File: config.mk
export PLATFORM = sky130hd
export DESIGN_NAME = imem_loader
export DESIGN_NICKNAME = d
export VERILOG_FILES = /design/src/rtl/imem_loader.sv
export SDC_FILE = /design/constraint.sdc
export NUM_CORES = 1
export LEC_CHECK = 0
export CAP_MARGIN = 40
export CORE_MARGIN = 8
export CORE_UTILIZATION = 35
export CTS_BUF_LIST = sky130_fd_sc_hd__clkbuf_16
export CTS_CLUSTER_DIAMETER = 80
export CTS_CLUSTER_SIZE = 24
export DETAILED_ROUTE_END_ITERATION = 12
export PLACE_DENSITY_LB_ADDON = 0.12
export SKIP_LAST_GASP = 1
export SLEW_MARGIN = 15
export SYNTH_ARGS = -nofsm -noshare
export SYNTH_HDL_FRONTEND = slang
export SYNTH_SLANG_ARGS = --single-unit
File: constraint.sdc
create_clock -name clk -period 2.4 [get_ports clk]
set_clock_uncertainty 0.05 [all_clocks]
set_input_delay 0.48 -clock clk [delete_from_list [all_inputs] [get_ports clk]]
set_output_delay 0.48 -clock clk [all_outputs]
set_load 0.005 [all_outputs]
File: src/rtl/imem_loader.sv
// Byte-stream program loader: receives a framed image (LEN_LO, LEN_HI, payload, CSUM)
// over a valid/ready byte interface and writes the payload little-endian into instruction memory.
module imem_loader #(
  parameter int MEM_BYTES = 256,
  parameter int ADDR_W    = 8
) (
  input  logic              clk,
  input  logic              reset,
  input  logic              load_start,
  input  logic              in_valid,
  input  logic [7:0]        in_data,
  output logic              in_ready,
  output logic              mem_we,
  output logic [ADDR_W-1:0] mem_addr,
  output logic [7:0]        mem_wdata,
  output logic              cpu_run,
  output logic              err_len,
  output logic              err_csum,
  output logic [15:0]       byte_count,
  output logic [2:0]        dbg_state_o
);

  // Handshake: a byte transfers on a rising edge where in_valid & in_ready are both high;
  // in_ready depends only on the current state, never on in_valid.

  typedef enum logic [2:0] {
    S_HDR_LO = 3'd0,
    S_HDR_HI = 3'd1,
    S_DATA   = 3'd2,
    S_CSUM   = 3'd3,
    S_DONE   = 3'd4,
    S_ERROR  = 3'd5
  } state_e;

  localparam logic [16:0] MAX_LEN = 17'(MEM_BYTES);

  state_e            state_q, state_d;
  logic [15:0]       len_q, len_d;
  logic [7:0]        sum_q, sum_d;
  logic [15:0]       byte_count_q, byte_count_d;
  logic              mem_we_q, mem_we_d;
  logic [ADDR_W-1:0] mem_addr_q, mem_addr_d;
  logic [7:0]        mem_wdata_q, mem_wdata_d;
  logic              err_len_q, err_len_d;
  logic              err_csum_q, err_csum_d;

  logic        xfer;
  logic [15:0] len_full;
  logic        len_bad;
  logic        last_byte;

  always_ff @(posedge clk or negedge reset) begin
    if (!reset) begin
      state_q      <= S_HDR_LO;
      len_q        <= '0;
      sum_q        <= '0;
      byte_count_q <= '0;
      mem_we_q     <= 1'b0;
      mem_addr_q   <= '0;
      mem_wdata_q  <= '0;
      err_len_q    <= 1'b0;
      err_csum_q   <= 1'b0;
    end else begin
      state_q      <= state_d;
      len_q        <= len_d;
      sum_q        <= sum_d;
      byte_count_q <= byte_count_d;
      mem_we_q     <= mem_we_d;
      mem_addr_q   <= mem_addr_d;
      mem_wdata_q  <= mem_wdata_d;
      err_len_q    <= err_len_d;
      err_csum_q   <= err_csum_d;
    end
  end

  always_comb begin
    in_ready = (state_q == S_HDR_LO) || (state_q == S_HDR_HI) ||
               (state_q == S_DATA)   || (state_q == S_CSUM);
  end

  assign xfer      = in_valid && in_ready;
  // Length is checked against the byte arriving this cycle, before it is registered.
  assign len_full  = {in_data, len_q[7:0]};
  assign len_bad   = ({1'b0, len_full} > MAX_LEN) || (len_full[1:0] != 2'b00);
  assign last_byte = ((byte_count_q + 16'd1) == len_q);

  always_comb begin
    state_d      = state_q;
    len_d        = len_q;
    sum_d        = sum_q;
    byte_count_d = byte_count_q;
    mem_we_d     = 1'b0;
    mem_addr_d   = mem_addr_q;
    mem_wdata_d  = mem_wdata_q;
    err_len_d    = err_len_q;
    err_csum_d   = err_csum_q;

    if (load_start) begin
      // Restart wins over a same-cycle transfer; that byte is dropped.
      state_d      = S_HDR_LO;
      len_d        = '0;
      sum_d        = '0;
      byte_count_d = '0;
      err_len_d    = 1'b0;
      err_csum_d   = 1'b0;
    end else if (xfer) begin
      unique case (state_q)
        S_HDR_LO: begin
          len_d[7:0] = in_data;
          state_d    = S_HDR_HI;
        end
        S_HDR_HI: begin
          len_d[15:8] = in_data;
          if (len_bad) begin
            err_len_d = 1'b1;
            state_d   = S_ERROR;
          end else if (len_full == 16'd0) begin
            state_d = S_CSUM;
          end else begin
            state_d = S_DATA;
          end
        end
        S_DATA: begin
          mem_we_d     = 1'b1;
          mem_addr_d   = byte_count_q[ADDR_W-1:0];
          mem_wdata_d  = in_data;
          sum_d        = sum_q + in_data;
          byte_count_d = byte_count_q + 16'd1;
          if (last_byte) begin
            state_d = S_CSUM;
          end
        end
        S_CSUM: begin
          if (in_data == sum_q) begin
            state_d = S_DONE;
          end else begin
            err_csum_d = 1'b1;
            state_d    = S_ERROR;
          end
        end
        default: begin
          state_d = state_q;
        end
      endcase
    end
  end

  assign mem_we      = mem_we_q;
  assign mem_addr    = mem_addr_q;
  assign mem_wdata   = mem_wdata_q;
  assign cpu_run     = (state_q == S_DONE);
  assign err_len     = err_len_q;
  assign err_csum    = err_csum_q;
  assign byte_count  = byte_count_q;
  assign dbg_state_o = state_q;

endmodule
==> flow_summary.ini <==
[global_routing]
track_usage_pct = 14.3
grt_first_pass_wirelength_um = 15000
grt_overflow = 0
antenna_found_initial = 0
grt_pass1_vias = 3062
grt_max_degree = 47

[finish]
nets = 468
antenna_cells = 0
area_growth_pct = 34.0
fin_cells = 585
drive_above_1_share_pct = 18.4

[synthesis]
synth.distinct_cells = 49
synth_top_area_cell = dfrtp_1
synth_area_um2 = 3450
synth-simple-area-share_pct = 20.7
synth_top_family_by_area = simple AND/OR/NAND/NOR gates
synth_seq_cells = 62
ys.flop_type = dfrtp_1
yosys_warnings = 0
synth_area_leaders = dfrtp_1 45%, nand2_1 5.7%, mux2_2 5.2%, a21oi_1 5.1%, xnor2_1 4.6%
yosysSeqAreaShare_pct = 44.9
async_flop_share_pct = 100
synth_fa_ha_area_share_pct = 3.48
synth_nets = 384
yosys-mux-area-fraction_pct = 6.09
synth_compound_area_share_pct = 12.2
synth_edf_count = 0
yosys.area.top_type_share_pct = 44.9
synth_area_per_cell_um2 = 9.51
synth_cells = 363
synth_xor_area_share_pct = 8.88

[sta]
maxSlewViolCount = 0
rsz0062_at_grt = yes
postLayoutSetupSlackWorst_ns = 0.118
relSlewSlack_pct = 61.6
hold_ws_ns = 0.0968
setup_viol = 0
period_needed_ns = 2.28
fin_setup_tns_ns = 0
hold_viol = 0
min_period_over_period_pct = 95.1
max_freq_ghz = 0.438
tightest_slew_ns = 0.576

[route]
drc = 0
dr.pass1.iters = 4
vias_per_cell = 4.95
drt_iter0_markers = 66
drt_wl_total_um = 8910
postRouteAntennaNets = 0
num_vias = 2896
wl_per_cell_um = 15.2

[pwr]
p_seq_share_pct = 42.8
finalPower_w = 0.00257
p_clk_share_pct = 48.3
p_sw_share_pct = 23.6
p_sw_w = 0.000605
p_per_area_nw_per_um2 = 554
peakVddDrop_mv = 0.296
power_frac_comb_pct = 8.9
internal-power_w = 0.00196
p_leak_nw = 2.01

[die]
die_y_um = 115
ios = 52
dieArea_um2 = 13300
fp.dieW_um = 115
fp-row-count = 36
start_util_pct = 35.7
core_region_area_um2 = 9680

[clock_tree]
cts_hold_buffers = 0
cts-root-buf = clkbuf_16
clkTransAtPathRegs_ns = 0.06
insertion_delay_ns = 0.32
clk_path_buf_depth = 2
cts_tree = built
ctsResizeCount = 0
cts_buffers = 9
post_cts_buffers = 0
clkSinkCount = 62
htreeDepth = 3

[worst_setup_path]
r2r_end = dbg_state_o[0]
arrival_ns = 2.48
cp-end-kind = flip-flop
cp.required_ns = 2.60
crit_type = in2reg
ff2ff_path_depth = 8
startpoint_type = input pin
r2r_setup_slack_ns = 0.23
r2r-start = byte_count[1]
critPathMaxFanout = 2

[job]
drv_cap = 0

[placement]
place.gp.congestion = 0.855
dp_cells = 569
dp_hpwl_um = 6580
io_buffers = 51
pre_cts_ws_ns = -0.245

[hold_path]
hp-class = in2async

[run_status]
outcome = finished, final reports clean
per-stage QoR:
step | util [%] | area (µm²)
2_1_floorplan | - | 3450
3_3_place_gp | 44.8 | 4340
3_5_place_dp | 44.8 | 4340
4_1_cts | 47.7 | 4620
5_1_grt | 47.8 | 4630
6_report | 47.8 | 4630
synth_stat cells (all sizes together) (4+ instances only):
cell type,number
o21ai,21
nand2,53
inv,8
xnor2,18
a211oi,4
clkbuf,9
buf,7
mux2,16
nor3,10
or3,7
dfrtp,62
nand2b,8
ha,8
nor4,6
a21oi,35
nand3,18
nor2,28
xor2,17
registers in the layout, indices dropped and copies added, names as in the netlist:
signal and flops:
byte_count 16, dbg_state_o 3, err_csum 1, err_len 1
len_q 16, mem_addr 8, mem_wdata 8, mem_we 1
sum_q 8
logic make-up (layout without fill, tap and decap cells):
| logic type | Yosys count | after routing |
|---|---|---|
| AND/OR/NAND/NOR | 141 | 141 |
| adder cells (fa/ha/maj) | 9 | 9 |
| buffers and inverters | 24 | 113 |
| multiplexers | 19 | 19 |
| XOR/XNOR | 35 | 35 |
| flip-flops | 62 | 62 |
| AO/OA/AOI/OAI | 73 | 73 |
worst max-delay path by stage:
stage	startpoint	to	slack, ns	depth (start not counted)
after floorplan	in_data[0]	sum_q[6]	0.29	9
after global placement	in_data[0]	sum_q[6]	-0.21	10
after detailed placement	in_data[1]	sum_q[7]	-0.24	9
after CTS	in_data[0]	sum_q[6]	0.09	10
after global routing	in_data[0]	sum_q[6]	-0.01	10
final	in_data[0]	sum_q[6]	0.12	10
layer usage:
| layer | part of all wire, % | global-route usage, % |
|---|---|---|
| met1 | 46 | 17.2 |
| met2 | 48 | 24.1 |
| met3 | 4.4 | 3.52 |
| met4 | 1.2 | 4.99 |
| met5 | 0 | 0 |
cell usage in the layout (no fill, tap or decap), types with 16 or more instances in the layout:
cell type / instances
o21ai_0: 20
xnor2_1: 18
xor2_1: 17
clkdlybuf4s50_1: 50
nor2_1: 27
mux2_2: 16
dfrtp_1: 62
nand2_1: 52
a21oi_1: 34
nand3_1: 16
buf_4: 36
power by group through the flow:
stage | clock network (W) | registers (W) | logic, W
after floorplan | 0 | 0.00111 | 0.000117
after global placement | 0 | 0.00112 | 0.000229
after CTS | 0.00127 | 0.00110 | 0.000232
final | 0.00124 | 0.00110 | 0.000227
after detailed placement | 0 | 0.00112 | 0.000231
after global routing | 0.00131 | 0.00110 | 0.000256
worst max-delay path: stages:
cell and delay [ns]:
clkdlybuf4s50_1 0.44, ha_1 0.25, fa_1 0.40, a21o_1 0.18, a21oi_2 0.15, o21bai_1 0.07, a21oi_1 0.17, xnor2_1 0.13
nand2_1 0.07, a21oi_1 0.14
layout make-up:
cell class | count | area, µm²
timing repair buffer | 89 | 816
multi-input combinational | 277 | 1780
clock buffer | 9 | 225
fill | 952 | 5060
sequential | 62 | 1550
inverter | 8 | 30.0
tap | 133 | 166
clock inverter | 7 | 57.6
Power figures use the tool's default switching activity.
